==> src/rtl/decimal_encoder.sv <==
// ---------------------------------------------------------------------------
// decimal_encoder
//   Accepts decimal digits one at a time from board keys/switches and builds
//   a binary value as value*10 + digit. Supports backspace, clear and commit.
//   The live entry and the last committed value are both presented as binary.
//
// Ports
//   clk            system clock
//   reset          asynchronous, active-high reset
//   digit          candidate digit, taken on a digit_strobe rising edge
//   digit_strobe   level; rising edge enters a digit
//   back_strobe    level; rising edge removes the last digit
//   commit_strobe  level; rising edge commits the entry to number
//   clear          level; while high the entry is held empty
//   entry          live accumulated value
//   digit_count    digits currently in the entry
//   number         last committed value
//   number_valid   one-cycle pulse when number is (re)written
//   err            one-cycle pulse on a rejected action
//   state          00 EMPTY, 01 ENTRY, 10 DONE
//
// state    | meaning
// ST_EMPTY | no digits entered
// ST_ENTRY | one or more digits entered, not yet committed
// ST_DONE  | entry committed; next digit starts a fresh entry
// ---------------------------------------------------------------------------
module decimal_encoder #(
  parameter int WIDTH      = 8,
  parameter int MAX_DIGITS = 2,
  parameter int CW         = 2
) (
  input  logic             clk,
  input  logic             reset,
  input  logic [3:0]       digit,
  input  logic             digit_strobe,
  input  logic             back_strobe,
  input  logic             commit_strobe,
  input  logic             clear,
  output logic [WIDTH-1:0] entry,
  output logic [CW-1:0]    digit_count,
  output logic [WIDTH-1:0] number,
  output logic             number_valid,
  output logic             err,
  output logic [1:0]       state
);

  typedef enum logic [1:0] {
    ST_EMPTY = 2'b00,
    ST_ENTRY = 2'b01,
    ST_DONE  = 2'b10
  } state_t;

  state_t           state_q, state_d;
  logic [WIDTH-1:0] entry_q, entry_d;
  logic [CW-1:0]    count_q, count_d;
  logic [WIDTH-1:0] number_q, number_d;
  logic             nv_q, nv_d;
  logic             err_q, err_d;

  logic             dig_prev_q, back_prev_q, com_prev_q;
  // Low for the first clock after reset so that a strobe held high through
  // reset release only loads the history register and never looks like an edge.
  logic             armed_q;

  logic             dig_edge, back_edge, com_edge;
  logic [WIDTH+3:0] entry_ext, mul10, sum10;
  logic [WIDTH+3:0] max_val;
  logic [WIDTH-1:0] div10;

  assign dig_edge  = armed_q & digit_strobe  & ~dig_prev_q;
  assign back_edge = armed_q & back_strobe   & ~back_prev_q;
  assign com_edge  = armed_q & commit_strobe & ~com_prev_q;

  // Widened so the overflow compare sees the untruncated product.
  assign entry_ext = {4'b0000, entry_q};
  assign mul10     = (entry_ext << 3) + (entry_ext << 1);
  assign sum10     = mul10 + {{WIDTH{1'b0}}, digit};
  assign max_val   = {4'b0000, {WIDTH{1'b1}}};
  assign div10     = entry_q / WIDTH'(10);

  always_ff @(posedge clk or posedge reset) begin
    if (reset) begin
      state_q     <= ST_EMPTY;
      entry_q     <= '0;
      count_q     <= '0;
      number_q    <= '0;
      nv_q        <= 1'b0;
      err_q       <= 1'b0;
      dig_prev_q  <= 1'b0;
      back_prev_q <= 1'b0;
      com_prev_q  <= 1'b0;
      armed_q     <= 1'b0;
    end else begin
      state_q     <= state_d;
      entry_q     <= entry_d;
      count_q     <= count_d;
      number_q    <= number_d;
      nv_q        <= nv_d;
      err_q       <= err_d;
      dig_prev_q  <= digit_strobe;
      back_prev_q <= back_strobe;
      com_prev_q  <= commit_strobe;
      armed_q     <= 1'b1;
    end
  end

  // Priority: clear > commit > back > digit; lower edges are dropped silently.
  always_comb begin
    state_d  = state_q;
    entry_d  = entry_q;
    count_d  = count_q;
    number_d = number_q;
    nv_d     = 1'b0;
    err_d    = 1'b0;

    if (clear) begin
      entry_d = '0;
      count_d = '0;
      state_d = ST_EMPTY;
    end else if (com_edge) begin
      if (count_q == '0) begin
        err_d = 1'b1;
      end else begin
        number_d = entry_q;
        nv_d     = 1'b1;
        state_d  = ST_DONE;
      end
    end else if (back_edge) begin
      if (count_q == '0) begin
        err_d = 1'b1;
      end else begin
        entry_d = div10;
        count_d = count_q - CW'(1);
        state_d = (count_q == CW'(1)) ? ST_EMPTY : ST_ENTRY;
      end
    end else if (dig_edge) begin
      if (digit > 4'd9) begin
        err_d = 1'b1;
      end else if (state_q == ST_DONE) begin
        entry_d      = '0;
        entry_d[3:0] = digit;
        count_d      = CW'(1);
        state_d      = ST_ENTRY;
      end else if (count_q == CW'(MAX_DIGITS)) begin
        err_d = 1'b1;
      end else if (sum10 > max_val) begin
        err_d = 1'b1;
      end else begin
        entry_d = sum10[WIDTH-1:0];
        count_d = count_q + CW'(1);
        state_d = ST_ENTRY;
      end
    end
  end

  assign entry        = entry_q;
  assign digit_count  = count_q;
  assign number       = number_q;
  assign number_valid = nv_q;
  assign err          = err_q;
  assign state        = state_q;

endmodule

==> config.mk <==
export PLATFORM = sky130hd
export DESIGN_NAME = decimal_encoder
export DESIGN_NICKNAME = d
export VERILOG_FILES = /design/src/rtl/decimal_encoder.sv
export SDC_FILE = /design/constraint.sdc
export NUM_CORES = 1
export LEC_CHECK = 0
export CAP_MARGIN = 20
export CORE_UTILIZATION = 30
export CTS_CLUSTER_SIZE = 8
export DETAILED_ROUTE_END_ITERATION = 10
export HOLD_SLACK_MARGIN = 0.06
export SLEW_MARGIN = 20
export SYNTH_ARGS = -nofsm -noshare
export SYNTH_HDL_FRONTEND = slang
export SYNTH_SLANG_ARGS = --single-unit
==> constraint.sdc <==
create_clock -name clk -period 2.9 [get_ports clk]
set_clock_uncertainty 0.2 [all_clocks]
set_input_delay 0.58 -clock clk [delete_from_list [all_inputs] [get_ports clk]]
set_output_delay 0.58 -clock clk [all_outputs]
set_load 0.005 [all_outputs]
# Yosys cells after proc, flatten, opt, wreduce, memory -nomap -nowiden
# Index checks and enable logic that the tools add are counted.
dict set report totals {
  output_inout_bits 22
  latchBits 0
  inputBits 10
  romBits 0
  regBits 26
  n_memories 0
  ram_bits 0
  elab_cells 87
}
dict set report classes {
  n_mul 0
  n_mux 41
  n_eq_ne 12
  addsub 4
  div_mod_pow 1
  n_reduce_logical 6
  n_shift 0
  n_bitwise 11
  n_lt_le_gt_ge 2
}
# op n
set op_table {}
lappend op_table {{two-way mux 8 bit} 9}
lappend op_table {{two-way mux 2 bit} 19}
lappend op_table {{two-way mux 1 bit} 13}
lappend op_table {{adder 11 x 9 -> 12 bit} 1}
lappend op_table {{adder 12 x 4 -> 12 bit} 1}
lappend op_table {{greater-than comparator 12 x 8 -> 1 bit (second input constant)} 1}
lappend op_table {{inequality test 4 bit (second input constant)} 3}
lappend op_table {{AND reduction 6 bit} 2}
lappend op_table {{inequality test 5 bit (second input constant)} 2}
lappend op_table {{inequality test 3 bit (second input constant)} 3}
lappend op_table {{divider 8 x 4 -> 8 bit (second input constant)} 1}
lappend op_table {{AND 1 bit} 6}
lappend op_table {{NOT 1 bit} 5}
lappend op_table {{== test 2 bit (second input constant)} 2}
lappend op_table {{greater-than comparator 4 bit (second input constant)} 1}
lappend op_table {{nonzero test 4 bit} 1}
lappend op_table {{AND reduction 3 bit} 1}
lappend op_table {{nonzero test 3 bit} 1}
lappend op_table {{adder 2 x 1 -> 2 bit (second input constant)} 1}
lappend op_table {{== test 2 x 1 -> 1 bit (second input constant)} 1}
lappend op_table {{zero test 2 bit} 1}
lappend op_table {{inequality test 2 bit (second input constant)} 1}
lappend op_table {{subtractor 2 x 1 -> 2 bit (second input constant)} 1}

# Depth between registers and ports, before layout
dict set report logic_depth {
  ltp_word 11
  depth_mapped 10
  mapped_depth_nobuf 10
}

# Worst setup path before layout
# Ideal clock, no wire load.
dict set report synth_path {
  kind {input-to-reg}
  from {in digit[3]}
  to {reg entry_q[4] (netlist: entry[4])}
  cell_stages 9
  setup_ps 125
  slack_ps -357
  arrival_ps 2932
  t_required_ps 2575
  path_cell_list {fa_1 -> inv_1 -> fa_1 -> nor2b_4 -> o2111a_2 -> o41ai_4 -> a22oi_2 -> o21ai_4 -> mux2_4}
}
dict set report synth_via {
  elab_chain_len 9
  word_cells_on_any_way 14
  cone_classes {add/sub (1); order compare (2); eq/ne (2); mux (8); reduce/logical (1)}
}
# item line
set synth_lines {}
lappend synth_lines {{start, declared} 34} ;# input logic [3:0] digit,
lappend synth_lines {{branches (longest 9 deep; another with adder 12 x 4 -> 12 bit)} --}
lappend synth_lines {{end signal, assigned} 95} ;# entry_q <= entry_d;
lappend synth_lines {{end, declared} 54} ;# logic [WIDTH-1:0] entry_q, entry_d;
# Parallel ways; which one is timed is not known. The select of a mux whose other input is x is not followed.
# A chain may end at the register's enable or synchronous reset.

# Worst setup path after layout
dict set report layout_path {
  from {in digit[2]}
  to {reg entry_q[0] (netlist: entry[0])}
}
dict set report layout_via {
  elab_chain_len 4
  word_cells_on_any_way 6
  cone_classes {add/sub (1); order compare (2); eq/ne (2); reduce/logical (1)}
}
# item line
set layout_lines {}
lappend layout_lines {{adder 12 x 4 -> 12 bit} 77} ;# assign sum10 = mul10 + {{WIDTH{1'b0}}, digit};
lappend layout_lines {{greater-than comparator 12 x 8 -> 1 bit} 146} ;# end else if (sum10 > max_val) begin
lappend layout_lines {{inequality test 4 bit (no source line)} --}
lappend layout_lines {{AND reduction 6 bit (no source line) *} --}
# Mark *: on every way between the ends. The rest lies on a longest branch, timed or not.

==> summary.md <==
| Metric | Value |
|---|---|
| EDFF count, synth | `0` |
| Fmax | `between 0.3 and 0.4 GHz` |
| Synthesized Nets | `roughly 240` |
| Ys async rst share | `100.0%` |
| DRT iter0 DRCs | `92` |
| DR WL/cell | `between 10 and 15 um` |
| All-layer global routing usage | `15.22%` |
| CP most frequent cell | `ha_4` |
| Area contributors post-synth | `dfrtp_1 32%, ha_1 11%, o21ai_0 3.2%, nand2_1 3.1%, nand2b_1 2.5%` |
| Clock edge transition at the registers on the reported setup and hold paths | `90 ps` |
| Fin Setup TNS | `-338.6 ps` |
| Post-synthesis compound-gate area fraction | `24.75%` |
| Crit Reg-Reg Startpoint | `entry[2]$_DFFE_PP0P_` |
| Mux share of post-synthesis cell area | `approximately 5.8%` |
| R2r setup slk | `-50 ps` |
| XOR/XNOR Fraction of Synth Area | `2.155%` |
| HPWL Detailed | `approximately 4 mm` |
| Area fraction of the dominant cell type after synthesis | `32.02%` |
| Mean Syn Cell Area | `a little under 10 sq um` |
| Worst-path cell chain | `dlygate4sd2_1, ha_4, ha_4, inv_2, fa_2, nor2b_4, o2111a_2, o21a_1, a22oi_2, buf_4, o21a_4, o41ai_2` |
| Worst endpoint required time | `between 2000 and 3000 ps` |
| # DRC | `4` |
| Final WL | `~5.1 mm` |
| Initial antenna violation count | `0` |
| Cell family with most CP delay | `compound AO/OA/AOI/OAI gates` |
| Crit-path max FO | `3` |
| HP Start | `number[0]$_DFFE_PP0P_` |
| Via-to-Cell Ratio | `slightly above 5` |
| Final setup fails | `9` |
| RSZ-0062 raised after global routing | `yes` |
| Area Overhead vs Synth | `35.59%` |
| Worst vdd ir | `0.0003416 V` |
| Maxcap violations | `0` |
| Pwr Density | `901.1 nW/um^2` |
| Root buf cell | `clkbuf_8` |
| N_diodes | `0` |
| Via count | `1767` |
| Largest area contributor in the netlist | `dfrtp_1` |
| CP max stage cell | `fa_2` |
| Simple-Gate Fraction of Synth Area | `16.50%` |
| Routability cong. | `0.8936` |
| CP arrival | `2960 ps` |
| Share of layout cells above drive strength 1 | `between 20% and 30%` |
| Inserted Clock Buffers | `3` |
| Port bufs | `31` |
| FP Rows | `29` |
| Max-slew violation count | `0` |
| Clock buffer depth | `2` |
| Worst Tran Pin Value | `495.4 ps` |
| Worst slew margin | `66.12%` |
| First-pass GRT wire length | `8.666 mm` |
| Die Y | `84.30 um` |
| Antenna-violating nets left | `0` |
| Element type at the critical path start | `input port` |
| Leakage | `1.247 nW` |
| Total gr overflow | `0` |
| Failing checks | `design-rule violations, negative setup slack` |
| Core Region | `about 6500 sq um` |
| Largest net degree at the start of global routing | `27` |
| Final Core Density | `42.66%` |
| R2R depth | `10` |
| Endpoint class of the critical path | `flip-flop` |
| I/O pin cnt | `32` |
| Fillers | `636` |
| Status | `finished with violations` |
| Clk Latency, worst-skew pair | `around 270 ps` |
| H-tree depth | `1` |
| Cells after synthesis | `~210` |
| Die area | `about 7000 sq um` |
| TritonCTS clock tree | `built` |
| WHS Path Cells | `2` |
| Cell Area, Synth | `2032 sq um` |
| Vias in the first global route | `~1.8k` |
| Register bit count reported by yosys | `26` |
| FF-to-FF End | `entry[0]$_DFFE_PP0P_` |
| Min Tclk post-route | `2984 ps` |
| Count leader, synth | `dfrtp_1` |
| Chip Width | `approximately 84 um` |
| Yosys cell types | `58` |
| Tcrit/Tclk final | `102.9%` |
| Worst Hold End | `number[0]$_DFFE_PP0P_` |
| Post-route setup slack | `-84.04 ps` |
| CP max stage delay | `slightly above 400 ps` |
| Cts hold-fix bufs | `0` |
| Final net count | `300` |
| WS Path Type | `in -> reg` |
| Synth warnings | `0` |
| Sequential share of the synthesized area | `around 32%` |
| Synth cell count leaders | `26 x dfrtp_1, 18 x ha_1, 17 x nand2_1` |
| Largest family of logic cells by synthesized area | `compound AO/OA/AOI/OAI gates` |
| Drt first pass iters | `7` |
| Initial core utilization | `31.46%` |
| Main flop type after synthesis | `dfrtp_1` |
| Final Hold Fails | `0` |
| Adder-cell share of the synthesized area | `13.55%` |
| CP Buf/Inv Count | `3` |
| Hold/Removal Path Class | `reg -> reg` |
| CTS Sinks | `26` |
worst max-delay path by stage:
stage	to	slack (ps)	depth (start not counted)	startpoint
6_report	entry[0]$_DFFE_PP0P_	-80	12	digit[2]
3_5_place_dp	entry[0]$_DFFE_PP0P_	-760	10	digit[3]
5_1_grt	entry[0]$_DFFE_PP0P_	-160	10	entry[2]$_DFFE_PP0P_
3_3_place_gp	entry[0]$_DFFE_PP0P_	-650	10	digit[3]
4_1_cts	entry[0]$_DFFE_PP0P_	-140	10	entry[0]$_DFFE_PP0P_
2_1_floorplan	entry[4]$_DFFE_PP0P_	-200	9	digit[3]
placed cells by master (no fill, tap or decap), drive strengths merged, types with 5 or more instances in the layout:
master,Yosys,routed
dfrtp,26,26
nor2b,9,9
mux2,6,6
clkdlybuf4s50,0,28
nor2,13,13
a211oi,5,5
o211ai,5,5
nand2b,8,8
inv,14,14
ha,18,18
a21oi,8,8
buf,4,34
nand2,17,17
o21ai,21,21
kinds of logic after synthesis:
family | Yosys count
adders and majority gates | 21
buffers and inverters | 24
muxes | 10
DFF | 26
and+or+nand+nor | 61
xor gates and xnor gates | 5
other | 1
AOI/OAI and AO/OA | 63
routing by layer:
| metal | track usage [%] | wire length (um) | vias to the layer above |
|---|---|---|---|
| met4 | 4.232 | 78 | 0 |
| met5 | 0 | 0 | - |
| li1 | - | - | 876 |
| met2 | 24.74 | 2360 | 49 |
| met1 | 20.95 | 2365 | 836 |
| met3 | 2.458 | 268 | 6 |
timing repair:
action	CTS	global route
setup buffers	1	1
pin swaps	10	5
gates resized for setup	14	3
setup endpoints to repair	13	13
worst min-delay path: stages, from the launching register on:
cell and delay (ps):
dfrtp_1 350, nand2_1 50, nand2_1 60
registers in the layout (all words and copies together) (netlist names), 2 cells and up:
register     flops
digit_count      2
state            2
entry            8
number           8
per-stage QoR:
step / std cells / hold WS, ps / area (sq um) / worst slack (ps) / power [mW]
after floorplan: 211 / 269.8 / 2049 / -196.7 / 1.586
after CTS: 345 / 294.5 / 2738 / -144.4 / 2.495
after global placement: 340 / 259.6 / 2640 / -651.5 / 2.174
final: 346 / 285.4 / 2755 / -84.04 / 2.483
after global routing: 346 / 313.2 / 2755 / -162.0 / 2.711
after detailed placement: 340 / 271.1 / 2640 / -764.6 / 2.195
cell type report:
cell class	count	area [sq um]	area share, %
flip-flops and latches	26	650.6	23.61
clock buffers	4	55.05	1.998
repair buffers	64	558.0	20.25
inverters	14	52.55	1.907
well taps	77	96.34	3.497
multi-input cells	161	1343	48.73
power breakdown:
group | switching [mW] | total, mW | internal, mW
Clock | 0.116 | 0.237 | 0.122
Combinational | 0.813 | 1.70 | 0.883
Sequential | 0.0836 | 0.549 | 0.465
Total | 1.01 | 2.48 | 1.47
Note: power is estimated with default switching activity, not from simulation.
